[src/rtl/video_ram_arbiter.sv]
// Shares a single-port video RAM between a graphics reader (always wins) and a
// packet writer that is buffered in a small FIFO and drained on idle cycles.
module video_ram_arbiter #(
  parameter int unsigned RAM_SIZE    = 1024,
  parameter int unsigned COLOR_LEN   = 12,
  parameter int unsigned FIFO_DEPTH  = 8,
  parameter int unsigned RAM_LATENCY = 2,
  localparam int unsigned AW = $clog2(RAM_SIZE),
  localparam int unsigned CW = $clog2(FIFO_DEPTH) + 1
) (
  input  logic                 clk,
  input  logic                 rst,
  input  logic                 rd_req,
  input  logic [AW-1:0]        rd_addr,
  output logic                 rd_ready,
  output logic [COLOR_LEN-1:0] rd_val,
  input  logic                 wr_valid,
  input  logic [AW-1:0]        wr_addr,
  input  logic [COLOR_LEN-1:0] wr_data,
  output logic                 wr_ready,
  output logic                 ram_en,
  output logic                 ram_we,
  output logic [AW-1:0]        ram_addr,
  output logic [COLOR_LEN-1:0] ram_din,
  input  logic [COLOR_LEN-1:0] ram_dout,
  output logic [CW-1:0]        fifo_count
);

  localparam int unsigned PW = $clog2(FIFO_DEPTH);

  logic [AW-1:0]          addr_mem_q [FIFO_DEPTH];
  logic [COLOR_LEN-1:0]   data_mem_q [FIFO_DEPTH];
  logic [PW-1:0]          wr_ptr_q, wr_ptr_d;
  logic [PW-1:0]          rd_ptr_q, rd_ptr_d;
  logic [CW-1:0]          count_q, count_d;
  logic [RAM_LATENCY-1:0] rd_pipe_q, rd_pipe_d;
  logic                   fifo_nonempty;
  logic                   push;
  logic                   pop;

  // Handshake and arbitration depend only on registered state and rd_req.
  assign fifo_nonempty = (count_q != '0);
  assign wr_ready      = (count_q != CW'(FIFO_DEPTH));
  assign push          = wr_valid && wr_ready;
  assign pop           = !rd_req && fifo_nonempty;

  always_comb begin
    wr_ptr_d  = wr_ptr_q;
    rd_ptr_d  = rd_ptr_q;
    count_d   = count_q;
    rd_pipe_d = RAM_LATENCY'({rd_pipe_q, rd_req});
    if (push) wr_ptr_d = wr_ptr_q + PW'(1);
    if (pop)  rd_ptr_d = rd_ptr_q + PW'(1);
    case ({push, pop})
      2'b10:   count_d = count_q + CW'(1);
      2'b01:   count_d = count_q - CW'(1);
      default: count_d = count_q;
    endcase
  end

  always_ff @(posedge clk or negedge rst) begin
    if (!rst) begin
      wr_ptr_q  <= '0;
      rd_ptr_q  <= '0;
      count_q   <= '0;
      rd_pipe_q <= '0;
    end else begin
      wr_ptr_q  <= wr_ptr_d;
      rd_ptr_q  <= rd_ptr_d;
      count_q   <= count_d;
      rd_pipe_q <= rd_pipe_d;
    end
  end

  // FIFO storage needs no reset; the pointers define which entries are live.
  always_ff @(posedge clk) begin
    if (push) begin
      addr_mem_q[wr_ptr_q] <= wr_addr;
      data_mem_q[wr_ptr_q] <= wr_data;
    end
  end

  assign ram_en     = rd_req || fifo_nonempty;
  assign ram_we     = !rd_req && fifo_nonempty;
  assign ram_addr   = rd_req ? rd_addr : addr_mem_q[rd_ptr_q];
  assign ram_din    = data_mem_q[rd_ptr_q];
  assign rd_ready   = rd_pipe_q[RAM_LATENCY-1];
  assign rd_val     = rd_ready ? ram_dout : '0;
  assign fifo_count = count_q;

endmodule

[config.mk]
export PLATFORM = sky130hd
export DESIGN_NAME = video_ram_arbiter
export DESIGN_NICKNAME = d
export VERILOG_FILES = /design/src/rtl/video_ram_arbiter.sv
export SDC_FILE = /design/constraint.sdc
export NUM_CORES = 1
export LEC_CHECK = 0
export CORE_ASPECT_RATIO = 1.75
export CORE_MARGIN = 3
export CORE_UTILIZATION = 35
export CTS_CLUSTER_DIAMETER = 200
export DETAILED_ROUTE_END_ITERATION = 8
export PLACE_DENSITY = 0.61
export SYNTH_ARGS = -nofsm -noshare
export SYNTH_HDL_FRONTEND = slang
export SYNTH_SLANG_ARGS = --single-unit
[constraint.sdc]
create_clock -name clk -period 3.2 [get_ports clk]
set_input_delay 0.32 -clock clk [delete_from_list [all_inputs] [get_ports clk]]
set_output_delay 0.32 -clock clk [all_outputs]
set_load 0.02 [all_outputs]
=== After elaboration in Yosys (flattened, before gate mapping) ===
Memory sizes are Yosys's and may differ from the RTL's.
Cells that the tools add are included.

* Flip-flop bits (word level): 12
* Bits in latches: 0
* Memory bits (writable): 176
* Bits in read-only memories: 0
* Input port bits: 48
* Output and inout bits: 42
* Memories kept: 2

{| class="wikitable"
|+ Memory list
! memory !! words !! width !! read ports !! clocked after Yosys merged registers in !! wr ports !! RTL line !! text
|-
| data_mem_q || 8 || 12 || 1 || 0 || 1 || 32 || <nowiki>logic [COLOR_LEN-1:0] data_mem_q [FIFO_DEPTH];</nowiki>
|-
| addr_mem_q || 8 || 10 || 1 || 0 || 1 || 31 || <nowiki>logic [AW-1:0] addr_mem_q [FIFO_DEPTH];</nowiki>
|}

* $add $sub $neg: 4
* $mul: 0
* Div/mod/pow operators: 0
* Order comparisons: 0
* Eq/ne operators: 3
* Shift-type cells: 0
* Mux-type cells: 5
* Bitwise logic cells: 0
* Reductions and logical operators: 6

{| class="wikitable"
|+ Operator list
! kind !! count
|-
| 12-bit two-way mux || 1
|-
| 10-bit two-way mux || 1
|-
| 4-bit one-hot mux with 2 select lines || 1
|-
| 3-bit by 1-bit adder with 3-bit output (second input constant) || 2
|-
| 4-bit by 1-bit adder with 4-bit output (second input constant) || 1
|-
| 4-bit != test (second input constant) || 1
|-
| 4-bit nonzero test || 1
|-
| 4-bit by 1-bit subtractor with 4-bit output (second input constant) || 1
|-
| 2-bit by 1-bit == test with 1-bit output (second input constant) || 1
|-
| 2-bit == test (second input constant) || 1
|-
| 1-bit logical AND || 2
|-
| 1-bit two-way mux || 2
|-
| 2-bit nonzero test || 1
|-
| 1-bit zero test || 1
|-
| 1-bit logical OR || 1
|}

=== Depth between registers and ports, before layout ===
Gate-level depths: netlist (run 1).

* Word-level depth: 4
* Depth in mapped cells: 9

=== Worst setup path after synthesis (run 1) ===
OpenSTA, ideal clock, no wires.

* Path kind: register -> register
* From: register count_q[0] (netlist: fifo_count[0])
* To: memory addr_mem_q[0][0] (netlist name), enable pin
* Library setup time: 0.429 ns
* Arrival: 2.772 ns
* Data required time: 2.771 ns
* Setup slack: -0.001 ns
* Cell stages (with the launch flop): 5
* Period minus slack after synthesis: 3.201 ns
* Cells stage by stage: dfrtp_1 -> or4b_4 -> nand2_1 -> or2_2 -> nor3_1

* Longest elaborated chain between the ends: 4

{| class="wikitable"
|+ RTL lines
! element !! RTL line !! text
|-
| start, declared || 35 || <nowiki>logic [CW-1:0] count_q, count_d;</nowiki>
|-
| start signal, assigned || 70 || <nowiki>count_q <= count_d;</nowiki>
|-
| 4-bit != test || 43 || <nowiki>assign wr_ready = (count_q != CW'(FIFO_DEPTH));</nowiki>
|-
| via wr_ready || 20 || <nowiki>output logic wr_ready,</nowiki>
|-
| 1-bit logical AND || 44 || <nowiki>assign push = wr_valid && wr_ready;</nowiki>
|-
| 1-bit two-way mux || 77 || <nowiki>if (push) begin</nowiki>
|-
| 1-bit two-way mux (not written as such) || 78 || <nowiki>addr_mem_q[wr_ptr_q] <= wr_addr;</nowiki>
|-
| end, declared || 31 ||
|}

The timed path passes the listed nets, and every way through them passes these cells.

=== Worst setup path in the final report (run 1) ===
* From: register rd_ptr_q[0]
* To: output port ram_din[2]

* Longest elaborated chain between the ends: 1

{| class="wikitable"
|+ RTL lines
! element !! RTL line !! text
|-
| start, declared || 34 || <nowiki>logic [PW-1:0] rd_ptr_q, rd_ptr_d;</nowiki>
|-
| start signal, assigned || 69 || <nowiki>rd_ptr_q <= rd_ptr_d;</nowiki>
|-
| memory read 8 x 12 bit || -- ||
|-
| end, declared || 24 || <nowiki>output logic [COLOR_LEN-1:0] ram_din,</nowiki>
|}

No other way between the ends.

==> impl_summary.log, run 1 <==
[metrics] number of synthesized flops with an enable pin: 176
[metrics] Critical Path Fanout Max: 20
[metrics] TritonCTS Buffers: 17
[metrics] number of placed instances, taps included: 726
[metrics] DRT antenna net count: 0
[metrics] combinational family with the most area after synthesis: multiplexers
[metrics] endpoints failing hold: 0
[metrics] global placer's final weighted congestion: 0.735
[metrics] number of vias after detailed routing: 3859
[metrics] number of cells on the critical path: 4
[metrics] number of core rows: 70
[metrics] nature of the critical path endpoint: output pin
[metrics] worst min-delay path class: in2async
[metrics] area share of and/or/nand/nor cells after synthesis: 3.81%
[metrics] status: finished clean
[metrics] vias in the first global route: 4236
[metrics] cts-stage hold buffer count: 0
[metrics] Slew Viols, Final: 0
[metrics] Port Buffer Count: 89
[metrics] core utilization of the finished layout: 44.6%
[metrics] master of the slowest instance on the critical path: dfrtp_4
[metrics] Initial Util: 35.8%
[metrics] data required time at the worst endpoint: 2.88 ns
[metrics] fraction of final layout cells with drive strength greater than 1: 23.9%
[metrics] number of antenna violations at the first check in global routing: 0
[metrics] post-route cell area: 9330 um2
[metrics] CTS clk-pin slew, worst paths: 0.07 ns
[metrics] wire length of the first global-routing pass: 24400 um
[metrics] Critical Path Max Stage Delay: 0.68 ns
[metrics] Cell Area, Placed: 8750 um2
[metrics] count of yosys warnings during synthesis: 0
[metrics] category of the critical setup timing path: reg2out
[metrics] cell count after synthesis: 384
[metrics] Critical Path, Cell by Cell: buf_12 -> mux4_2 -> mux2_2 -> clkdlybuf4s50_1
[metrics] clk_skew: 0.00766 ns
[metrics] power per unit of standard cell area: 877 nW/um2
[metrics] net count after synthesis: 437
[metrics] pin count of the biggest net entering global routing: 23
[metrics] clock latency of the later-clocked register in the worst-skew pair: 0.43 ns
[metrics] Least-Margin Pin Slew: 0.937 ns
[metrics] floorplan die width: 117 um
[metrics] dpl hpwl: 9710 um
[metrics] total grt overflow: 0
[metrics] routed wire length per instance: 20.6 um
[metrics] Yosys reg bits: 188
[metrics] Worst setup startpoint: rd_ptr_q[0]
[metrics] First-pass DRT Iterations: 4
[metrics] clock sinks: 188
[metrics] final routed DRC violation total: 0
[metrics] min Tclk post-route: 3.02 ns
[metrics] CP delay by family, top: multiplexers
[metrics] largest voltage drop on the vdd net: 0.370 mV
[metrics] RSZ-0062 raised after global routing: false
[metrics] Final nets: 547
[metrics] register area share after synthesis: 74.6%
[metrics] CTS tree: built
[metrics] die area: 23200 um2
[metrics] number of vias per cell: 5.08
[metrics] Tot Pwr: 0.00818 W
[metrics] adder and majority gate portion of the synthesized area: 0.836%
[metrics] arrival time at the worst endpoint: 2.70 ns
[metrics] Yosys cell types: 33
[metrics] post-synthesis compound-gate area fraction: 3.03%
[metrics] final cell count without fillers: 759
[metrics] proportion of register bits with asynchronous set or reset after synthesis: 6.38%
[metrics] kind of launch point of the worst setup path: register
[metrics] Max Freq: 331 MHz
[metrics] maximum capacitance violations: 0
[metrics] Final Cycle Share: 94.5%
[metrics] clock root buffer: clkbuf_16
[metrics] slew margin rel.: 37.3%
[metrics] Final Setup Violations: 0
[metrics] Routed Wire Length: 15600 um
[metrics] Total Negative Setup Slacks: 0 ns
[metrics] Antenna Diode Count: 0
[metrics] I/O pin count: 90
[metrics] source of the worst register-to-register timing path: fifo_count[0]
[metrics] xor-xnor portion of the synthesized cell area: 0.936%
[metrics] Worst R2R Path Depth: 9
[metrics] H-tree levels: 4
[metrics] overall track demand over capacity in global routing: 14.3%
[metrics] core region area: 20900 um2
[metrics] maximum buffer depth of the clock tree: 2
[metrics] crit path buf inv count: 2
[metrics] Mapped Avg Cell Area: 19.5 um2
[metrics] violation count after the first detailed-route iteration: 180
[metrics] synthesized cell area: 7480 um2
[metrics] area added between synthesis and finish: 24.6%
[metrics] height of the die: 199 um
[metrics] fill cell instance count of the final layout: 1790
[metrics] most frequently used flop master after synthesis: edfxtp_1
[metrics] multiplexer area fraction after synthesis: 15.2%
[metrics] leakage power: 3.11 nW
-- cell usage after synthesis, types with 2 or more instances --
cell type  instances  area, um2
edfxtp_1         176       5290
mux2_2            35        394
mux4_2            24        541
mux2i_1           20        200
nand2_1           16       60.1
and2_1            12       75.1
dfrtp_1           12        300
o21ai_1           10       50.1
nor2_1             9       33.8
a22oi_1            6       45.0
o221ai_1           6       52.6
clkbuf_1           5       18.8
ha_1               5       62.6
nand2b_1           5       31.3
a221o_1            4       40.0
buf_6              4       45.0
o22ai_1            4       25.0
xnor2_1            4       35.0
xor2_1             4       35.0
buf_1              3       11.3
nand3_1            3       15.0
nor3_1             3       15.0
buf_2              2       10.0
buf_4              2       15.0
nor4_1             2       12.5
-- state kept, by name, indices dropped and copies added (netlist names) --
| signal | count |
|---|---|
| addr_mem_q | 80 |
| data_mem_q | 96 |
| wr_ptr_q | 3 |
| rd_pipe_q | 2 |
| fifo_count | 4 |
| rd_ptr_q | 3 |
-- cell type report --
cell class	count	area (um2)	share of cell area, %
tap	252	315	3.38
multi-input combinational	179	1810	19.4
timing repair buffer	108	1060	11.3
clock buffer	17	425	4.56
clock inverter	15	125	1.34
sequential	188	5590	59.9
-- per-layer routing --
layer	GRT usage, %	routed length, um
met2	26.5	8840
met4	4.89	300
met5	0	0
met1	16.0	5970
met3	2.88	498
-- worst paths after layout --
check,slack [ns],endpoint
setup / recovery,0.18,ram_din[2]
hold / removal,0.26,rd_ptr_q[2]
setup reg to reg,0.72,fifo_count[2]
hold reg to reg,0.36,rd_pipe_q[1]
max in group asynchronous,2.51,rd_ptr_q[0]
min in group clk,0.36,rd_pipe_q[1]
-- placed cells by master (no fill, tap or decap), types with 2 or more instances in the layout --
cell type	n
a221o_1	4
a22oi_1	6
and2_1	12
buf_12	2
buf_4	17
clkbuf_16	17
clkdlybuf4s50_1	89
clkinv_2	2
clkinv_4	2
dfrtp_1	11
edfxtp_1	176
ha_1	5
inv_6	6
inv_8	3
mux2_2	35
mux2i_1	20
mux4_2	24
nand2_1	16
nand2b_1	5
nand3_1	3
nor2_1	3
nor2_2	6
nor4_1	2
o21ai_1	10
o221ai_1	6
o22ai_1	4
xnor2_1	4
xor2_1	4
-- repair_timing --
item,CTS,global route
hold endpoints to repair,0,0
pin swaps,0,0
endpoints found under the setup margin,6,1
setup buffers,1,0
resized for setup,0,1
-- report_power, final --
| group | internal [W] | switching, W | leakage (nW) |
|---|---|---|---|
| logic | 0.00141 | 0.00143 | 1.10 |
| clock network | 0.00102 | 0.000957 | 0.273 |
| registers | 0.00311 | 0.000243 | 1.74 |
| total | 0.00554 | 0.00263 | 3.11 |
-- kinds of logic (layout without fill, tap and decap cells) --
family | after synthesis | in the layout
fa+ha+maj | 5 | 5
simple gates | 55 | 55
flops | 188 | 188
mux | 79 | 79
compound gates | 32 | 32
xor+xnor | 8 | 8
buf+inv | 17 | 140
-- worst register-to-register path: stages, from the launching register on --
cell and delay, ns:
dfrtp_1 0.48, or4b_4 0.59, nand2_1 0.18, ha_1 0.29, xor2_1 0.10, ha_1 0.19, a21oi_1 0.16, xor2_1 0.17
nor2_1 0.07, xor2_1 0.14
-- metrics by stage --
step / hold WS [ns] / setup slack [ns]
5_1_grt: 0.286 / 0.0536
3_5_place_dp: 0.347 / 0.403
2_1_floorplan: 0.0244 / 0.300
4_1_cts: 0.261 / 0.118
6_report: 0.261 / 0.175
3_3_place_gp: 0.335 / 0.418
(Power assumes the default switching activity.)
==> run 2: changes to the inputs <==
- ABC_AREA: unset -> 1
==> run 2 against run 1 <==
Compared with the run above:
- combinational power grew 12%
- clock skew is 0.0056 ns higher
- clock-buffer cell count up 1
- clock power is essentially flat
- register-to-register slack better by 0.38 ns
- worst hold slack gained 0.0062 ns
- utilization fell by 0.43 points
- final cell count rose by 37%
- maximum frequency is 2.9% higher
- flip-flop and latch count stayed put
- total power grew 4.2%
- synthesized cell count increased by 68%
- critical path type unchanged
- largest power group unchanged
==> impl_summary.log, run 2 <==
[metrics] number of synthesized flops with an enable pin: 176 (unchanged)
[metrics] I/O pin count: 90 (unchanged)
[metrics] most numerous cell in the Yosys netlist: edfxtp_1
[metrics] maximum buffer depth of the clock tree: 2 (unchanged)
[metrics] commonest cells after routing, fill and taps aside: edfxtp_1 (176), nor2_1 (101), nand2_1 (101)
[metrics] Port Buffer Count: 89 (unchanged)
[metrics] Final nets: 790 (+44%)
[metrics] leading cell type in the layout, fill and taps excluded: edfxtp_1
[metrics] clk_skew: 0.0132 ns (+0.00557 ns)
[metrics] Biggest register: data_mem_q
[metrics] status: finished clean
[metrics] Mapped Avg Cell Area: 12.0 um2 (-38%)
[metrics] arrival time at the worst endpoint: 2.62 ns (-0.08 ns)
[metrics] internal power: 0.00536 W (-3.2%)
[metrics] worst min-delay path class: in2async
[metrics] category of the critical setup timing path: reg2out
[metrics] Max Freq: 340 MHz (+2.9%)
[metrics] leading cell types by count after synthesis: edfxtp_1 (176), nor2_1 (109), nand2_1 (101)
[metrics] Yosys cell types: 26 (-21%)
[metrics] Slew Viols, Final: 0 (unchanged)
[metrics] slew margin rel.: 58.9% (+22 points)
[metrics] violation count after the first detailed-route iteration: 316 (+76%)
[metrics] global placer's final weighted congestion: 0.777 (+5.6%)
[metrics] overall track demand over capacity in global routing: 15.2% (+0.97 points)
[metrics] Combinational Power Share: 37.3% (+2.5 points)
[metrics] Initial Util: 35.9% (+0.096 points)
[metrics] DRT antenna net count: 0 (unchanged)
[metrics] final cell count without fillers: 1042 (+37%)
[metrics] First-pass DRT Iterations: 4 (unchanged)
[metrics] Antenna Diode Count: 0 (unchanged)
[metrics] vias in the first global route: 5150 (+22%)
[metrics] net count after synthesis: 700 (+60%)
[metrics] sw frac: 37.0% (+4.8 points)
[metrics] routed wire length per instance: 17.1 um (-17%)
[metrics] cell count after synthesis: 647 (+68%)
[metrics] endpoints failing hold: 0 (unchanged)
[metrics] number of placed instances, taps included: 1010 (+39%)
[metrics] dpl hpwl: 10700 um (+11%)
[metrics] die area: 24100 um2 (+3.7%)
[metrics] number of antenna violations at the first check in global routing: 0 (unchanged)
[metrics] power per unit of standard cell area: 890 nW/um2 (+1.6%)
[metrics] kind of launch point of the worst setup path: register
[metrics] CTS clk-pin slew, worst paths: 0.07 ns (about the same)
[metrics] floorplan die width: 119 um (+1.8%)
[metrics] sequential share of power: 39.2% (-1.8 points)
[metrics] number of vias per cell: 4.84 (-4.9%)
[metrics] Final Worst Setup Slack: 0.261 ns (+0.0855 ns)
[metrics] minimum setup slack after placement: 0.543 ns (+0.140 ns)
[metrics] cts-stage hold buffer count: 0 (unchanged)
[metrics] power dissipated by switching net loads: 0.00315 W (+20%)
[metrics] CTS tree: built
[metrics] maximum capacitance violations: 0 (unchanged)
[metrics] proportion of register bits with asynchronous set or reset after synthesis: 6.38% (unchanged)
[metrics] pin count of the biggest net entering global routing: 80 (+250%)
[metrics] register area share after synthesis: 71.9% (-2.8 points)
[metrics] clock root buffer: clkbuf_16
[metrics] data required time at the worst endpoint: 2.88 ns (about the same)
[metrics] core utilization of the finished layout: 44.1% (-0.43 points)
[metrics] Final Cycle Share: 91.8% (-2.7 points)
[metrics] fraction of final layout cells with drive strength greater than 1: 9.47% (-14 points)
[metrics] library cell occupying the most area in the post-synthesis netlist: edfxtp_1
[metrics] core region area: 21700 um2 (+3.6%)
[metrics] Total Negative Setup Slacks: 0 ns (unchanged)
[metrics] number of core rows: 71 (+1.4%)
[metrics] number of vias after detailed routing: 5040 (+31%)
[metrics] final routed DRC violation total: 0 (unchanged)
[metrics] area added between synthesis and finish: 23.1%
[metrics] largest voltage drop on the vdd net: 0.419 mV (+13%)
[metrics] RSZ-0062 raised after global routing: false
[metrics] Routed Wire Length: 17800 um (+14%)
[metrics] min Tclk post-route: 2.94 ns (-0.0855 ns)
[metrics] Final Setup Violations: 0 (unchanged)
[metrics] nature of the critical path endpoint: output pin
[metrics] TritonCTS Buffers: 17 (unchanged)
[metrics] Critical Path Fanout Max: 79 (+300%)
[metrics] Yosys reg bits: 188 (unchanged)
[metrics] total grt overflow: 0 (unchanged)
[metrics] most frequently used flop master after synthesis: edfxtp_1
[metrics] flip-flop count of the largest register after layout: 96 (unchanged)
[metrics] H-tree levels: 4 (unchanged)
[metrics] setup fix buffers added after clock tree synthesis: 0 (-1)
[metrics] part of the total power dissipated in the clock network: 23.5% (-0.7 points)
[metrics] top cell type's share of synthesized area: 68.0% (-2.6 points)
[metrics] height of the die: 203 um (+1.8%)
[metrics] clock latency of the later-clocked register in the worst-skew pair: 0.43 ns (about the same)
[metrics] leakage power: 3.43 nW (+10%)
[metrics] Least-Margin Pin Slew: 0.616 ns (-0.321 ns)
[metrics] clock sinks: 188 (unchanged)
[metrics] synthesized cell area: 7770 um2 (+3.8%)
[metrics] count of yosys warnings during synthesis: 0 (unchanged)
[metrics] wire length of the first global-routing pass: 28100 um (+15%)
[metrics] largest cells by area after synthesis: edfxtp_1 (68%), nor2_1 (5.3%), nand2_1 (4.9%)
[metrics] Hold WS: 0.267 ns (+0.00621 ns)
==> run 2: cell families after synthesis <==
group | count (synthesis) | share of synthesized area, %
flip-flops | 188 | 71.9
XOR/XNOR | 6 | 0.676
buffers and inverters | 72 | 4.86
adder cells (fa/ha/maj) | 5 | 0.805
AO/OA/AOI/OAI | 118 | 8.31
AND/OR/NAND/NOR | 258 | 13.5
==> run 2: final cells by class <==
type / count / area, um2
clock inverters: 14 / 138
well taps: 292 / 365
inverters: 37 / 159
flip-flops and latches: 188 / 5590
multi-input cells: 387 / 1830
fillers: 2063 / 12100
clock buffers: 18 / 429
repair buffers: 106 / 1060
==> run 2: repair_timing <==
item	in CTS	in global routing
resized for setup	0	3
endpoints found under the hold margin	0	0
setup endpoints to repair	0	22
==> run 2: worst paths after layout <==
check | depth (start not counted) | end | slack, ns | startpoint
max in group asynchronous | 1 | rd_ptr_q[0] | 2.49 | rst
worst min-delay path | 1 | wr_ptr_q[0] | 0.27 | rst
worst min register to register | 0 | rd_pipe_q[1] | 0.37 | rd_pipe_q[0]
worst max register to register | 7 | addr_mem_q[3][8] | 1.10 | fifo_count[2]
min in group clk | 0 | rd_pipe_q[1] | 0.37 | rd_pipe_q[0]
worst max-delay path | 6 | ram_din[10] | 0.26 | rd_ptr_q[0]
==> run 2: power groups by stage <==
stage	logic, W	clock network, W	registers, W
finish	0.00317	0.00201	0.00334
floorplan	0.00213	0	0.00330
CTS	0.00324	0.00204	0.00333
detailed placement	0.00323	0	0.00338
global route	0.00353	0.00216	0.00337
global placement	0.00320	0	0.00337
==> run 2: per-layer routing <==
metal,GRT usage [%],up-vias,routed length [um],share of wire [%]
li1,-,2441,-,-
met1,17.1,2474,6930,39
met2,28.5,109,10100,56
met3,2.68,16,596,3.3
met4,5.88,0,235,1.3
met5,0,-,0,0
==> run 2: critical path, stage by stage, from the launching register on <==
cell and delay [ns]:
dfrtp_4 0.65, inv_8 0.42, nor2_1 0.07, o22ai_1 0.18, nand2_1 0.07, nand2_1 0.14, clkdlybuf4s50_1 0.62
==> run 2: through the flow <==
step                      total power [W]  area (um2)
after floorplan                   0.00543        7770
after global placement            0.00657        8990
after detailed placement          0.00661        8990
after CTS                         0.00862        9560
after global routing              0.00906        9570
final                             0.00852        9570
==> run 3: changes to the inputs <==
- PLACE_DENSITY: 0.61 -> 0.63
- REMOVE_ABC_BUFFERS: unset -> 1
==> run 3 against run 2 <==
Compared with the run above:
- via count barely moved
- final area increased by 0.31%
- clock skew down 0.0055 ns
- global-route usage shrank 0.21 points
- critical path type unchanged
==> impl_summary.log, run 3 (synthesized netlist as in run 2, its figures left out) <==
[metrics] Least-Margin Pin Slew: 0.710 ns (+0.0937 ns)
[metrics] Final Setup Violations: 0 (unchanged)
[metrics] floorplan die width: 119 um (unchanged)
[metrics] largest voltage drop on the vdd net: 0.446 mV (+6.2%)
[metrics] Final Worst Setup Slack: 0.239 ns (-0.0222 ns)
[metrics] clock latency of the later-clocked register in the worst-skew pair: 0.42 ns (about the same)
[metrics] dpl hpwl: 10800 um (+0.71%)
[metrics] TritonCTS Buffers: 17 (unchanged)
[metrics] Port Buffer Count: 89 (unchanged)
[metrics] kind of launch point of the worst setup path: register
[metrics] number of vias per cell: 4.83 (about the same)
[metrics] CTS clk-pin slew, worst paths: 0.07 ns (about the same)
[metrics] leakage power: 3.45 nW (+0.54%)
[metrics] commonest cells after routing, fill and taps aside: edfxtp_1 (176), nor2_1 (101), nand2_1 (101)
[metrics] H-tree levels: 4 (unchanged)
[metrics] Total Negative Setup Slacks: 0 ns (unchanged)
[metrics] die area: 24100 um2 (unchanged)
[metrics] I/O pin count: 90 (unchanged)
[metrics] clk_skew: 0.00776 ns (-0.00547 ns)
[metrics] status: finished clean
[metrics] leading cell type in the layout, fill and taps excluded: edfxtp_1
[metrics] global placer's final weighted congestion: 0.734 (-5.5%)
[metrics] Hold WS: 0.307 ns (+0.0396 ns)
[metrics] number of vias after detailed routing: 5041 (+0.020%)
[metrics] number of core rows: 71 (unchanged)
[metrics] category of the critical setup timing path: reg2out
[metrics] minimum setup slack after placement: 0.668 ns (+0.125 ns)
[metrics] clock sinks: 188 (unchanged)
[metrics] endpoints failing hold: 0 (unchanged)
[metrics] pin count of the biggest net entering global routing: 80 (unchanged)
[metrics] height of the die: 203 um (unchanged)
[metrics] slew margin rel.: 52.7% (-6.2 points)
[metrics] data required time at the worst endpoint: 2.88 ns (about the same)
[metrics] Gates resized, CTS repair: 0 (unchanged)
[metrics] min Tclk post-route: 2.96 ns (+0.0222 ns)
[metrics] wire length of the first global-routing pass: 27800 um (-1.3%)
[metrics] final routed DRC violation total: 0 (unchanged)
[metrics] number of antenna violations at the first check in global routing: 1 (+1)
[metrics] worst min-delay path class: in2async
[metrics] maximum capacitance violations: 0 (unchanged)
[metrics] First-pass DRT Iterations: 5 (+1)
[metrics] Final Cycle Share: 92.5% (+0.69 points)
[metrics] Tot Pwr: 0.00866 W (+1.7%)
[metrics] RSZ-0062 raised after global routing: false
[metrics] Max Freq: 338 MHz (-0.75%)
[metrics] Critical Path Fanout Max: 72 (-8.9%)
[metrics] violation count after the first detailed-route iteration: 264 (-16%)
[metrics] Final nets: 791 (+0.13%)
[metrics] total grt overflow: 0 (unchanged)
[metrics] power per unit of standard cell area: 902 nW/um2 (+1.4%)
[metrics] maximum buffer depth of the clock tree: 2 (unchanged)
[metrics] CTS tree: built
[metrics] Biggest register: data_mem_q
[metrics] Routed Wire Length: 17800 um (-0.44%)
[metrics] arrival time at the worst endpoint: 2.64 ns (+0.02 ns)
[metrics] core region area: 21700 um2 (unchanged)
[metrics] fraction of final layout cells with drive strength greater than 1: 9.33% (-0.13 points)
[metrics] vias in the first global route: 5122 (-0.54%)
[metrics] clock root buffer: clkbuf_16
[metrics] cts-stage hold buffer count: 0 (unchanged)
[metrics] Initial Util: 35.9% (unchanged)
[metrics] overall track demand over capacity in global routing: 15.0% (-0.21 points)
[metrics] Slew Viols, Final: 0 (unchanged)
[metrics] DRT antenna net count: 0 (unchanged)
[metrics] nature of the critical path endpoint: output pin
[metrics] setup fix buffers added after clock tree synthesis: 0 (unchanged)
[metrics] routed wire length per instance: 17.0 um (-0.54%)
[metrics] area added between synthesis and finish: 23.5%
[metrics] flip-flop count of the largest register after layout: 96 (unchanged)
-- run 3: cell count changes in the layout (fill, tap and decap cells not counted), sizes merged --
| cell | before | now |
|---|---|---|
| diode | 0 | 1 |
| clkinv | 5 | 3 |
| inv | 41 | 39 |
| bufinv | 1 | 4 |
| buf | 17 | 18 |
-- run 3: path summary, 6_finish.rpt --
path	start	to	slack (ns)	cells after the start
setup / recovery	rd_ptr_q[0]	ram_din[7]	0.24	6
hold / removal	rst	rd_pipe_q[1]	0.31	1
setup reg to reg	fifo_count[1]	fifo_count[2]	1.05	11
hold reg to reg	rd_pipe_q[0]	rd_pipe_q[1]	0.35	0
max in group asynchronous	rst	rd_ptr_q[0]	2.42	1
min in group clk	rd_pipe_q[0]	rd_pipe_q[1]	0.35	0
-- run 3: where the power goes --
part           internal [W]  switching [W]  total, W
clock network       0.00131       0.000870   0.00218
logic               0.00115        0.00209   0.00323
registers           0.00311       0.000141   0.00325
total               0.00556        0.00310   0.00866
-- run 3: worst max-delay path, stage by stage, from the launching register on --
cell             delay, ns
dfrtp_2               0.41
buf_4                 0.60
o21ai_0               0.20
o22ai_1               0.17
nand2_1               0.07
nand2_1               0.12
clkdlybuf4s50_1       0.62
-- run 3: routing by layer --
layer / share of wire (%) / global-route usage (%) / wire length, um
met3: 3.4 / 2.73 / 611
met5: 0 / 0 / 0
met4: 2.3 / 6.67 / 409
met1: 38 / 17.0 / 6810
met2: 56 / 27.4 / 9920
-- run 3: through the flow --
step	utilization, %	area [um2]	instances
5_1_grt	44.3	9600	1043
3_5_place_dp	41.4	8970	1011
6_report	44.3	9600	1043
2_1_floorplan	-	7550	612
3_3_place_gp	41.4	8970	1011
4_1_cts	44.3	9590	1042
-- run 3: area by class of cell --
| type | instances | area [um2] |
|---|---|---|
| Antenna cell | 1 | 2.50 |
| Inverter | 37 | 156 |
| Sequential cell | 188 | 5590 |
| Clock inverter | 13 | 189 |
| Tap cell | 292 | 365 |
| Multi-Input combinational cell | 387 | 1830 |
| Clock buffer | 18 | 429 |
| Fill cell | 1986 | 12100 |
| Timing Repair Buffer | 107 | 1040 |
